--- src/rtl/jk_bank_sequencer.sv ---
// Turns valid/ready commands into one-cycle J/K drive for an external JK bank, then verifies and corrects it.
// Latency: accept->done 3 cycles (+2 per retry, 1 for NOP/reserved); cmd_valid is held off while busy.
module jk_bank_sequencer #(
  parameter int WIDTH     = 8,
  parameter int MAX_RETRY = 3
) (
  input  logic             clk,
  input  logic             rst,
  input  logic             cmd_valid,
  output logic             cmd_ready,
  input  logic [2:0]       cmd_op,
  input  logic [WIDTH-1:0] cmd_data,
  input  logic [WIDTH-1:0] q_fb,
  output logic [WIDTH-1:0] j_out,
  output logic [WIDTH-1:0] k_out,
  output logic             busy,
  output logic             done,
  output logic             err,
  output logic [WIDTH-1:0] result
);

  localparam int RW = $clog2(MAX_RETRY + 2);

  localparam logic [2:0] OP_NOP    = 3'b000;
  localparam logic [2:0] OP_LOAD   = 3'b001;
  localparam logic [2:0] OP_CLEAR  = 3'b010;
  localparam logic [2:0] OP_PRESET = 3'b011;
  localparam logic [2:0] OP_TOGGLE = 3'b100;
  localparam logic [2:0] OP_INC    = 3'b101;
  localparam logic [2:0] OP_DEC    = 3'b110;

  typedef enum logic [1:0] {ST_IDLE, ST_DRIVE, ST_CHECK, ST_DONE} state_t;

  state_t           r_state, w_state;
  logic [WIDTH-1:0] r_exp, w_exp;
  logic [WIDTH-1:0] r_j, w_j;
  logic [WIDTH-1:0] r_k, w_k;
  logic [RW-1:0]    r_retry, w_retry;
  logic             r_err, w_err;
  logic [WIDTH-1:0] r_result, w_result;
  logic [WIDTH-1:0] w_inc_mask;
  logic [WIDTH-1:0] w_dec_mask;

  // Bit i toggles on INC when all lower bits are 1, on DEC when all lower bits are 0.
  assign w_inc_mask[0] = 1'b1;
  assign w_dec_mask[0] = 1'b1;
  for (genvar g = 1; g < WIDTH; g++) begin : g_carry
    assign w_inc_mask[g] = &q_fb[g-1:0];
    assign w_dec_mask[g] = ~|q_fb[g-1:0];
  end

  always_comb begin
    w_state  = r_state;
    w_exp    = r_exp;
    w_j      = '0;
    w_k      = '0;
    w_retry  = r_retry;
    w_err    = r_err;
    w_result = r_result;
    case (r_state)
      ST_IDLE: begin
        if (cmd_valid) begin
          w_retry = '0;
          w_err   = 1'b0;
          w_state = ST_DRIVE;
          case (cmd_op)
            OP_LOAD:   begin w_exp = cmd_data;       w_j = cmd_data;   w_k = ~cmd_data;  end
            OP_CLEAR:  begin w_exp = '0;             w_j = '0;         w_k = '1;         end
            OP_PRESET: begin w_exp = '1;             w_j = '1;         w_k = '0;         end
            OP_TOGGLE: begin w_exp = q_fb ^ cmd_data; w_j = cmd_data;  w_k = cmd_data;   end
            OP_INC:    begin w_exp = q_fb + 1'b1;    w_j = w_inc_mask; w_k = w_inc_mask; end
            OP_DEC:    begin w_exp = q_fb - 1'b1;    w_j = w_dec_mask; w_k = w_dec_mask; end
            default: begin
              // NOP and reserved skip the bank entirely; reserved reports an error.
              w_exp    = q_fb;
              w_result = q_fb;
              w_err    = (cmd_op != OP_NOP);
              w_state  = ST_DONE;
            end
          endcase
        end
      end
      ST_DRIVE: w_state = ST_CHECK;
      ST_CHECK: begin
        if (q_fb == r_exp) begin
          w_state  = ST_DONE;
          w_err    = 1'b0;
          w_result = r_exp;
        end else if (r_retry < RW'(MAX_RETRY)) begin
          w_retry = r_retry + RW'(1);
          w_j     = r_exp & ~q_fb;
          w_k     = ~r_exp & q_fb;
          w_state = ST_DRIVE;
        end else begin
          w_state  = ST_DONE;
          w_err    = 1'b1;
          w_result = r_exp;
        end
      end
      ST_DONE: begin
        w_state = ST_IDLE;
        w_retry = '0;
      end
      default: w_state = ST_IDLE;
    endcase
  end

  always_ff @(posedge clk) begin
    if (rst) begin
      r_state  <= ST_IDLE;
      r_exp    <= '0;
      r_j      <= '0;
      r_k      <= '0;
      r_retry  <= '0;
      r_err    <= 1'b0;
      r_result <= '0;
    end else begin
      r_state  <= w_state;
      r_exp    <= w_exp;
      r_j      <= w_j;
      r_k      <= w_k;
      r_retry  <= w_retry;
      r_err    <= w_err;
      r_result <= w_result;
    end
  end

  assign cmd_ready = (r_state == ST_IDLE) && !rst;
  assign busy      = (r_state != ST_IDLE);
  assign done      = (r_state == ST_DONE);
  assign err       = done && r_err;
  assign result    = r_result;
  assign j_out     = r_j;
  assign k_out     = r_k;

endmodule

--- config.mk ---
export PLATFORM = sky130hd
export DESIGN_NAME = jk_bank_sequencer
export DESIGN_NICKNAME = d
export VERILOG_FILES = /design/src/rtl/jk_bank_sequencer.sv
export SDC_FILE = /design/constraint.sdc
export NUM_CORES = 1
export LEC_CHECK = 0
export CAP_MARGIN = 25
export CORE_MARGIN = 2
export CORE_UTILIZATION = 55
export DETAILED_ROUTE_END_ITERATION = 8
export PLACE_DENSITY = 0.86
export SLEW_MARGIN = 20
export SYNTH_ARGS = -nofsm -noshare
export SYNTH_HDL_FRONTEND = slang
export SYNTH_SLANG_ARGS = --single-unit
--- constraint.sdc ---
create_clock -name clk -period 5.4 [get_ports clk]
set_input_delay 1.35 -clock clk [delete_from_list [all_inputs] [get_ports clk]]
set_output_delay 1.35 -clock clk [all_outputs]
set_load 0.01 [all_outputs]
Yosys cells after proc, flatten, opt, wreduce, memory -nomap -nowiden
Index checks and enable logic that the tools add are counted.

Add/subtract/negate cells: 3. Order comparisons: 1. Equal/unequal tests: 15. Multiplexer cells: 30. Bitwise operators: 6. Reduce and logical (&&, ||, !) cells: 33.

Operator list (number): $mux W8 (10); $pmux W8 S2 (3); $pmux W8 S6 (1); $pmux W8 S5 (1); $pmux W8 S4 (1); $not A8 Y8 (3); $and A8 B8 Y8 (2); $reduce_and A4 Y1 (3); $reduce_or A6 Y1 (2); $eq A3 B3 Y1 const B (3); $mux W3 (3); $pmux W3 S3 (1); $add A8 B1 Y8 const B (1); $eq A8 B8 Y1 (1); $logic_not A1 Y1 (8); $mux W2 (4); $ne A2 B2 Y1 const B (4); $pmux W2 S4 (1); $sub A8 B1 Y8 const B (1); $xor A8 B8 Y8 (1); $reduce_and A7 Y1 (1); $reduce_or A7 Y1 (1); $eq A3 B2 Y1 const B (2); $reduce_and A3 Y1 (2); 19 further kinds (28).

Flip-flop bits (word level): 38. Input bits: 22.

Longest topological paths before layout
Gate-level depths: netlist of the first run.

Depth after elaboration: 5. Gate-level depth with buffers: 10.

Least setup slack after synthesis of the first run
No wires, ideal clock.

Path type: input to output. Start point: input rst. End point: output cmd_ready. Arrival: 1945 ps. Setup slack: 2105 ps. Stages on the path: 3. Path buffers: 1. Cells stage by stage: or2_1 clkbuf_1 nor2_1.

Cells in the longest elaborated chain, start to end: 2.

Ends and longest elaborated chain: start: declaration (RTL line 8) `input logic rst,`; $logic_not A1 Y1 (RTL line 128) `assign cmd_ready = (r_state == ST_IDLE) && !rst;`; $logic_and A1 B1 Y1 (RTL line 128); end: declaration (RTL line 10) `output logic cmd_ready,`.

No other way between the ends.

Final worst setup path of the first run
Same ends and word-level chain as after synthesis.

==> results.json, run 1 <==
{
  "status": "completed",
  "nFillCells": 457,
  "clk_transition_reported_paths_ps": 70,
  "cp.required_ps": 4050,
  "grt-ovfl-total": 0,
  "post_cts_buffers": 0,
  "portBuffers": 49,
  "grt_pass1_wl_mm": 12.9,
  "clock_latency_ps": 290,
  "synth.most_common_cell": "nor2_1",
  "drt-total-wl_mm": 7.80,
  "io-pin-count": 50,
  "synth_cell_types": 67,
  "power.density_nw_per_um2": 212,
  "cts_tree": "yes",
  "grt_max_degree": 39,
  "finalHoldViolCount": 0,
  "synth_nets": 422,
  "crit_buf_inv": 2,
  "multiInputGateArea_um2": 1910,
  "ctsHtreeMaxLevel": 2,
  "postRouteAntennaNets": 0,
  "fin_crit_ps": 4200,
  "leakagePower_nw": 1.29,
  "max_freq_ghz": 0.238,
  "final_nets": 455,
  "initialDrtViolationCount": 286,
  "maxSlewHeadroom_pct": 41.4,
  "end_kind": "output pin",
  "die_y_um": 76.6,
  "drive_gt1_share_pct": 6.99,
  "core_um2": 5110,
  "finalCritPeriodShare_pct": 77.8,
  "ys_ff_latch": 38,
  "hp-class": "flip-flop to flip-flop",
  "grtUsageTotal_pct": 27.0,
  "cts_resized": 0,
  "rows": 26,
  "numCtsBuffers": 5,
  "synth_edf_count": 0,
  "start_util_pct": 56.8,
  "synth-seq-area-share_pct": 26.2,
  "rsz0062_at_grt": "false",
  "dr.pass1.iters": 5,
  "grt_pass1_vias": 2588,
  "maxCapViolations": 0,
  "cp_common_cell": "clkdlybuf4s50_1",
  "ys_top_cells_by_area": "dfxtp_1, ha_1, nor2_1",
  "routabilityCongestion": 0.936,
  "yosys.area.top_type": "dfxtp_1",
  "netlist_instances": 381,
  "tightest_slew_ps": 872,
  "synthArstFlopShare_pct": 0,
  "total_power_mw": 0.732,
  "worstPathMaxFanout": 12,
  "synth_ff_type": "dfxtp_1",
  "path_delay_family": "buffers and inverters",
  "finalSetupViolCount": 0,
  "ff_latch_area_um2": 761,
  "vias_per_cell": 6.11,
  "max_stage_delay_ps": 540,
  "synth_area_um2": 2900,
  "maxSlewViolCount": 0,
  "hold_buffers": 0,
  "wl_per_cell_um": 16.1,
  "vias": 2965,
  "synthTopCellsByCount": "nor2_1, dfxtp_1, nand2_1",
  "dieArea_um2": 5870,
  "ir_worst_vdd_v": 0.000119,
  "ys_warn_count": 0,
  "die_w_um": 76.6,
  "critPathLaunchType": "input pin",
  "hpwl_mm": 5.86,
  "antenna_found_initial": 0,
  "cts.sinks": 38,
  "diodes": 0,
  "skew_ps": 2.83,
  "drc_errors": 0,
  "crit_type": "input pin to output pin",
  "critPathSlowestCell": "clkdlybuf4s50_1",
  "syn_to_final_growth_pct": 19.1,
  "crit_path_cell_trace": "clkdlybuf4s50_1, or2_1, nor2_1, clkdlybuf4s50_1",
  "yosysTopAreaCellShare_pct": 26.2,
  "cp.arrival_ps": 2850,
  "cts_max_path_buffers": 2,
  "root_buffer": "clkbuf_8",
  "timing.setup.tns_ps": 0,
  "syn_area_per_cell_um2": 7.61
}
-- registers in the layout, summed over array words and instances, names as in the netlist --
register / cells
result: 8
r_exp: 8
r_state: 2
r_retry: 3
k_out: 8
r_err: 1
j_out: 8
-- worst register-to-register path, delay by kind of cell (launching register included) --
family | cells | cell delay (ps)
simple gates | 3 | 980
fa+ha+maj | 1 | 280
flops | 1 | 400
compound gates | 2 | 270
-- per-stage QoR --
step                worst slack, ps  std cells  hold WS (ps)  utilization, %  instance area [µm²]
finish                         1200        485           487            67.6                 3450
CTS                            1190        485           478            67.6                 3450
global placement               1200        477           458            65.8                 3360
detailed placement             1180        477           461            65.8                 3360
floorplan                      2100        381           438               -                 2900
global route                   1120        485           509            67.6                 3450
-- cells by family (layout without fill, tap and decap cells) --
| kind of cell | after synthesis | in the layout | share of synthesized area [%] |
|---|---|---|---|
| AND/OR/NAND/NOR | 141 | 141 | 23.8 |
| AO/OA/AOI/OAI | 119 | 119 | 29.0 |
| buffers and inverters | 49 | 83 | 8.03 |
| flip-flops | 38 | 38 | 26.2 |
| adder cells (fa/ha/maj) | 19 | 19 | 8.20 |
| XOR/XNOR | 12 | 12 | 3.63 |
| multiplexers | 3 | 3 | 1.08 |
-- layer usage --
layer / GRT usage (%) / routed length (µm) / vias up
met1: 37.9 / 3330 / 1343
met5: 0 / 0 / -
li1: - / - / 1440
met4: 9.27 / 145 / 0
met2: 42.2 / 3590 / 168
met3: 3.91 / 739 / 14
-- report_power, final --
group | leakage [nW] | switching, mW | total, mW | internal [mW]
sequential | 0.310 | 0.0141 | 0.312 | 0.298
combinational | 0.932 | 0.127 | 0.221 | 0.0937
clock | 0.0482 | 0.0956 | 0.199 | 0.103
-- final timing paths --
path / end / start / depth (start not counted) / slack, ps
min reg2reg: r_retry[2] / r_retry[2] / 2 / 490
max reg2reg: k_out[5] / r_exp[6] / 6 / 3400
min: r_retry[2] / r_retry[2] / 2 / 490
max: cmd_ready / rst / 4 / 1200
-- area by class of cell --
cell class,count,share of cell area (%)
inverters,21,2.28
clock buffers,7,2.50
flip-flops and latches,38,22.0
multi-input cells,294,55.2
clock inverters,1,0.145
repair buffers,54,15.3
well taps,70,2.54
-- cells in the final DEF (no fill, tap or decap), types with 5 or more instances in the layout --
cell / count
o21ai_0: 12
nor3_1: 6
inv_1: 19
o21ai_1: 11
o22ai_1: 6
nand3_1: 8
xnor2_1: 12
nor2_1: 52
buf_4: 5
dfxtp_1: 38
a21oi_1: 24
clkbuf_8: 6
nand2_1: 34
clkdlybuf4s50_1: 49
ha_1: 19
a211oi_1: 12
a22oi_1: 5
nor4_1: 5
No activity file was read; power rests on OpenSTA's default activity.
==> inputs of run 2 (changes only) <==
--- a/config.mk
+++ b/config.mk
@@ -7,9 +7,9 @@
 export LEC_CHECK = 0
 export CAP_MARGIN = 25
 export CORE_MARGIN = 2
-export CORE_UTILIZATION = 55
+export CORE_UTILIZATION = 54
 export DETAILED_ROUTE_END_ITERATION = 8
-export PLACE_DENSITY = 0.86
+export PLACE_DENSITY = 0.84
 export SLEW_MARGIN = 20
 export SYNTH_ARGS = -nofsm -noshare
 export SYNTH_HDL_FRONTEND = slang
==> constraint.sdc (replaced) <==
create_clock -name clk -period 4.1 [get_ports clk]
set_input_delay 1.025 -clock clk [delete_from_list [all_inputs] [get_ports clk]]
set_output_delay 1.025 -clock clk [all_outputs]
set_load 0.01 [all_outputs]
==> run 2 against run 1 <==
Against the previous run:
- register-to-register slack lost 1200 ps
- non-clock buffer count up 8
- power is 52% higher
- critical path depth unchanged
- worst setup slack got worse by 650 ps
- final area is 3.2% higher
- clock-buffer cell count decreased by 1
- routed wire length is 7.9% higher
- sequential share of layout area is 0.69 points lower
- sequential cell count is the same
- global-route usage is 1.2 points higher
- clock skew up 3.2 ps
- largest cell class unchanged
==> results.json, run 2 (synthesis results as in run 1) <==
{
  "crit_path_cell_trace": "clkdlybuf4s50_1, or2_1, nor2_1, clkdlybuf4s50_1",
  "crit_path_start": "rst",
  "combPwrFrac_pct": 27.3,
  "die_w_um": 77.3,
  "vias_per_cell": 6.18,
  "status": "completed",
  "core_um2": 5140,
  "dp_cells": 485,
  "cts_tree": "yes",
  "path_delay_family": "buffers and inverters",
  "maxSlewViolCount": 0,
  "grt_pass1_vias": 2786,
  "maxCapViolations": 0,
  "clk_transition_reported_paths_ps": 70,
  "finalNonFillerCells": 493,
  "p_int_mw": 0.780,
  "antenna_found_initial": 0,
  "total_power_mw": 1.11,
  "clkPwrFrac_pct": 35.6,
  "leakagePower_nw": 1.35,
  "critPathLaunchType": "input pin",
  "power.density_nw_per_um2": 311,
  "max_stage_delay_ps": 540,
  "mostFrequentLayoutCell": "nor2_1",
  "wl_per_cell_um": 17.1,
  "cp.arrival_ps": 2530,
  "fin_crit_ps": 3550,
  "drive_gt1_share_pct": 8.98,
  "cts.sinks": 38,
  "postRouteAntennaNets": 0,
  "drc_errors": 0,
  "rr_endpoint": "r_exp[3]",
  "ff_latch_area_um2": 761,
  "worstReg2RegStart": "r_state[1]",
  "multiInputGateArea_um2": 1910,
  "crit_type": "input pin to output pin",
  "grt-ovfl-total": 0,
  "rows": 26,
  "hp-class": "flip-flop to flip-flop",
  "clock_latency_ps": 300,
  "vias": 3048,
  "rrSetupSlack_ps": 2190,
  "routabilityCongestion": 0.919,
  "finalSetupViolCount": 0,
  "cp_common_cell": "clkdlybuf4s50_1",
  "ir_worst_vdd_v": 0.000182,
  "grt_max_degree": 38,
  "rsz0062_at_grt": "false",
  "io-pin-count": 50,
  "crit_path_end": "cmd_ready",
  "cp.required_ps": 3070,
  "power_switching_share_pct": 29.7,
  "pwr-share-seq_pct": 37.1,
  "grt_pass1_wl_mm": 13.5,
  "cts_resized": 0,
  "post_cts_buffers": 0,
  "nFillCells": 453,
  "final_nets": 463,
  "path_depth": 4,
  "max_freq_ghz": 0.282,
  "worstPathMaxFanout": 12,
  "tightest_slew_ps": 667,
  "crit_buf_inv": 2,
  "syn_to_final_growth_pct": 22.9,
  "maxSlewHeadroom_pct": 55.5,
  "skew_ps": 6.07,
  "numCtsBuffers": 5,
  "grtUsageTotal_pct": 28.1,
  "portBuffers": 49,
  "diodes": 0,
  "finalCritPeriodShare_pct": 86.6,
  "start_util_pct": 56.4,
  "finalHoldViolCount": 0,
  "timing.setup.tns_ps": 0,
  "drt-total-wl_mm": 8.42,
  "dr.pass1.iters": 5,
  "root_buffer": "clkbuf_8",
  "cts_max_path_buffers": 2,
  "rr_worst_depth": 5,
  "power.switching_mw": 0.329,
  "critPathSlowestCell": "clkdlybuf4s50_1",
  "layout_common_cells": "nor2_1, clkdlybuf4s50_1, dfxtp_1, nand2_1, a21oi_1",
  "end_kind": "output pin",
  "initialDrtViolationCount": 219,
  "hpwl_mm": 6.03,
  "hold_buffers": 0,
  "ctsHtreeMaxLevel": 2,
  "dieArea_um2": 5970,
  "die_y_um": 77.3
}
==> run 2: metal layers <==
metal	up-vias	GRT usage (%)	share of wire [%]
met5	-	0	0
met4	0	10.7	1.8
met3	10	6.24	10
met2	172	44.7	47
met1	1410	37.1	41
li1	1456	-	-
==> run 2: metrics by stage <==
step                      util (%)  hold slack (ps)  area (µm²)  setup WS, ps
final                         69.3              495        3560           548
after global routing          69.3              520        3560           464
after CTS                     69.3              498        3560           543
after detailed placement      66.6              480        3420           558
after global placement        66.6              461        3420           556
after floorplan                  -              438        2900          1320
==> run 2: how the worst min path moves through the flow <==
stage / startpoint / to / slack [ps] / cells after the start
CTS: r_retry[2] / r_retry[2] / 500 / 2
floorplan: r_retry[2] / r_retry[2] / 440 / 2
detailed placement: r_retry[2] / r_retry[2] / 480 / 2
global placement: r_retry[2] / r_retry[2] / 460 / 2
global route: result[5] / result[5] / 520 / 2
finish: r_retry[2] / r_retry[2] / 500 / 2
==> run 2: power by group through the flow <==
stage                     Combinational [mW]  Clock (mW)  Sequential (mW)
after floorplan                        0.187           0            0.418
after global placement                 0.286           0            0.418
after detailed placement               0.293           0            0.419
after CTS                              0.295       0.396            0.411
after global routing                   0.326       0.411            0.414
final                                  0.302       0.395            0.411
==> run 2: layout make-up <==
type                            instances  area share [%]
Inverter                               21            2.21
Clock inverter                          2            1.69
Sequential cell                        38            21.3
Timing Repair Buffer                   62            16.5
Tap cell                               70            2.46
Multi-Input combinational cell        294            53.5
Clock buffer                            6            2.32
==> run 2: tightest hold or removal path: stages, from the launching register on <==
cell and delay [ps]:
dfxtp_1 340, a21oi_1 50, nor2_1 80
==> inputs of run 3 (changes only) <==
--- a/config.mk
+++ b/config.mk
@@ -6,8 +6,11 @@
 export NUM_CORES = 1
 export LEC_CHECK = 0
 export CAP_MARGIN = 25
+export CELL_PAD_IN_SITES_DETAIL_PLACEMENT = 0
+export CELL_PAD_IN_SITES_GLOBAL_PLACEMENT = 1
+export CORE_ASPECT_RATIO = 1.1
 export CORE_MARGIN = 2
-export CORE_UTILIZATION = 54
+export CORE_UTILIZATION = 39
 export DETAILED_ROUTE_END_ITERATION = 8
 export PLACE_DENSITY = 0.84
 export SLEW_MARGIN = 20
==> run 3 against run 2 <==
Against the previous run:
- cell count increased by 3.2%
- fmax grew 5.3%
- non-clock buffer count is 1 higher
- critical endpoint unchanged
- largest cell class unchanged
==> results.json, run 3 (synthesis results as in run 1) <==
{
  "power_switching_share_pct": 29.4,
  "p_int_mw": 0.781,
  "clk_transition_reported_paths_ps": 70,
  "max_freq_ghz": 0.297,
  "antenna_found_initial": 0,
  "hp-class": "flip-flop to flip-flop",
  "drc_errors": 0,
  "dp_cells": 501,
  "vias": 2978,
  "syn_to_final_growth_pct": 23.8,
  "postRouteAntennaNets": 0,
  "routabilityCongestion": 0.872,
  "grt_pass1_wl_mm": 13.7,
  "hpwl_mm": 6.24,
  "cts_tree": "yes",
  "whs_ps": 501,
  "root_buffer": "clkbuf_8",
  "crit_buf_inv": 2,
  "finalSetupViolCount": 0,
  "ir_worst_vdd_v": 0.000135,
  "clkPwrFrac_pct": 35.8,
  "initialDrtViolationCount": 230,
  "clock_latency_ps": 290,
  "grt-ovfl-total": 0,
  "power.switching_mw": 0.325,
  "cts_resized": 0,
  "cts.sinks": 38,
  "start_util_pct": 40.7,
  "grt_pass1_vias": 2737,
  "maxSlewHeadroom_pct": 42.5,
  "dp_slack_ps": 721,
  "fin_crit_ps": 3370,
  "total_power_mw": 1.11,
  "drive_gt1_share_pct": 9.20,
  "die_w_um": 86.2,
  "finalCritPeriodShare_pct": 82.2,
  "end_kind": "output pin",
  "max_stage_delay_ps": 540,
  "vias_per_cell": 5.85,
  "status": "completed",
  "diodes": 0,
  "combPwrFrac_pct": 27.1,
  "tightest_slew_ps": 856,
  "crit_type": "input pin to output pin",
  "die_y_um": 94.4,
  "dieArea_um2": 8140,
  "portBuffers": 49,
  "dr.pass1.iters": 5,
  "ctsHtreeMaxLevel": 2,
  "maxSlewViolCount": 0,
  "mostFrequentLayoutCell": "nor2_1",
  "final_nets": 464,
  "post-route-util_pct": 50.4,
  "drt-total-wl_mm": 8.41,
  "core_um2": 7130,
  "grtUsageTotal_pct": 21.1,
  "io-pin-count": 50,
  "placed_area_um2": 3450,
  "cp.arrival_ps": 2350,
  "power.density_nw_per_um2": 308,
  "path_delay_family": "buffers and inverters",
  "wl_per_cell_um": 16.5,
  "final.setup.worst_slack_ps": 728,
  "rows": 32,
  "post_cts_buffers": 0,
  "numCtsBuffers": 5,
  "critPathLaunchType": "input pin",
  "cp.required_ps": 3070,
  "pwr-share-seq_pct": 37.1,
  "crit_path_cell_trace": "clkdlybuf4s50_1, or2_1, nor2_1, clkdlybuf4s50_1",
  "grt_max_degree": 38,
  "timing.setup.tns_ps": 0,
  "skew_ps": 3.90,
  "finalHoldViolCount": 0,
  "final_area_um2": 3590,
  "worstPathMaxFanout": 2,
  "cts_max_path_buffers": 2,
  "hold_buffers": 0,
  "cp_common_cell": "clkdlybuf4s50_1",
  "leakagePower_nw": 1.36,
  "critPathSlowestCell": "clkdlybuf4s50_1",
  "finalNonFillerCells": 509,
  "rsz0062_at_grt": "false",
  "layout_common_cells": "nor2_1, clkdlybuf4s50_1, dfxtp_1, nand2_1, a21oi_1",
  "maxCapViolations": 0
}
run 3: cell count changes in the layout (fill, tap and decap cells not counted):
cell / change
buf_4: +1
run 3: layout make-up:
class / instances / area [µm²]
multi-input cells: 294 / 1910
clock inverters: 2 / 60.1
clock buffers: 6 / 82.6
inverters: 21 / 78.8
well taps: 85 / 106
flip-flops and latches: 38 / 761
fillers: 689 / 3540
repair buffers: 63 / 596
run 3: power by group through the flow:
| stage | Combinational (mW) | Clock [mW] | Sequential (mW) |
|---|---|---|---|
| 6_report | 0.300 | 0.396 | 0.410 |
| 5_1_grt | 0.329 | 0.413 | 0.414 |
| 4_1_cts | 0.298 | 0.402 | 0.410 |
| 3_5_place_dp | 0.296 | 0 | 0.419 |
| 3_3_place_gp | 0.295 | 0 | 0.418 |
| 2_1_floorplan | 0.187 | 0 | 0.418 |
run 3: final timing paths:
kind | to | slack [ps] | cells past startpoint | startpoint
setup / recovery | cmd_ready | 730 | 4 | rst
hold / removal | r_retry[2] | 500 | 2 | r_retry[2]
setup reg to reg | j_out[5] | 2120 | 6 | r_exp[5]
hold reg to reg | r_retry[2] | 500 | 2 | r_retry[2]
run 3: layer usage:
metal	GRT usage, %	part of all wire [%]	up-vias
li1	-	-	1462
met1	29.7	46	1375
met2	33.7	46	128
met3	2.01	6.4	13
met4	7.55	1.9	0
met5	0	0	-
run 3: worst min-delay path, delay by kind of cell (launching register included):
kind	cells	cell delay, ps
flops	1	350
simple gates	1	70
compound gates	1	50
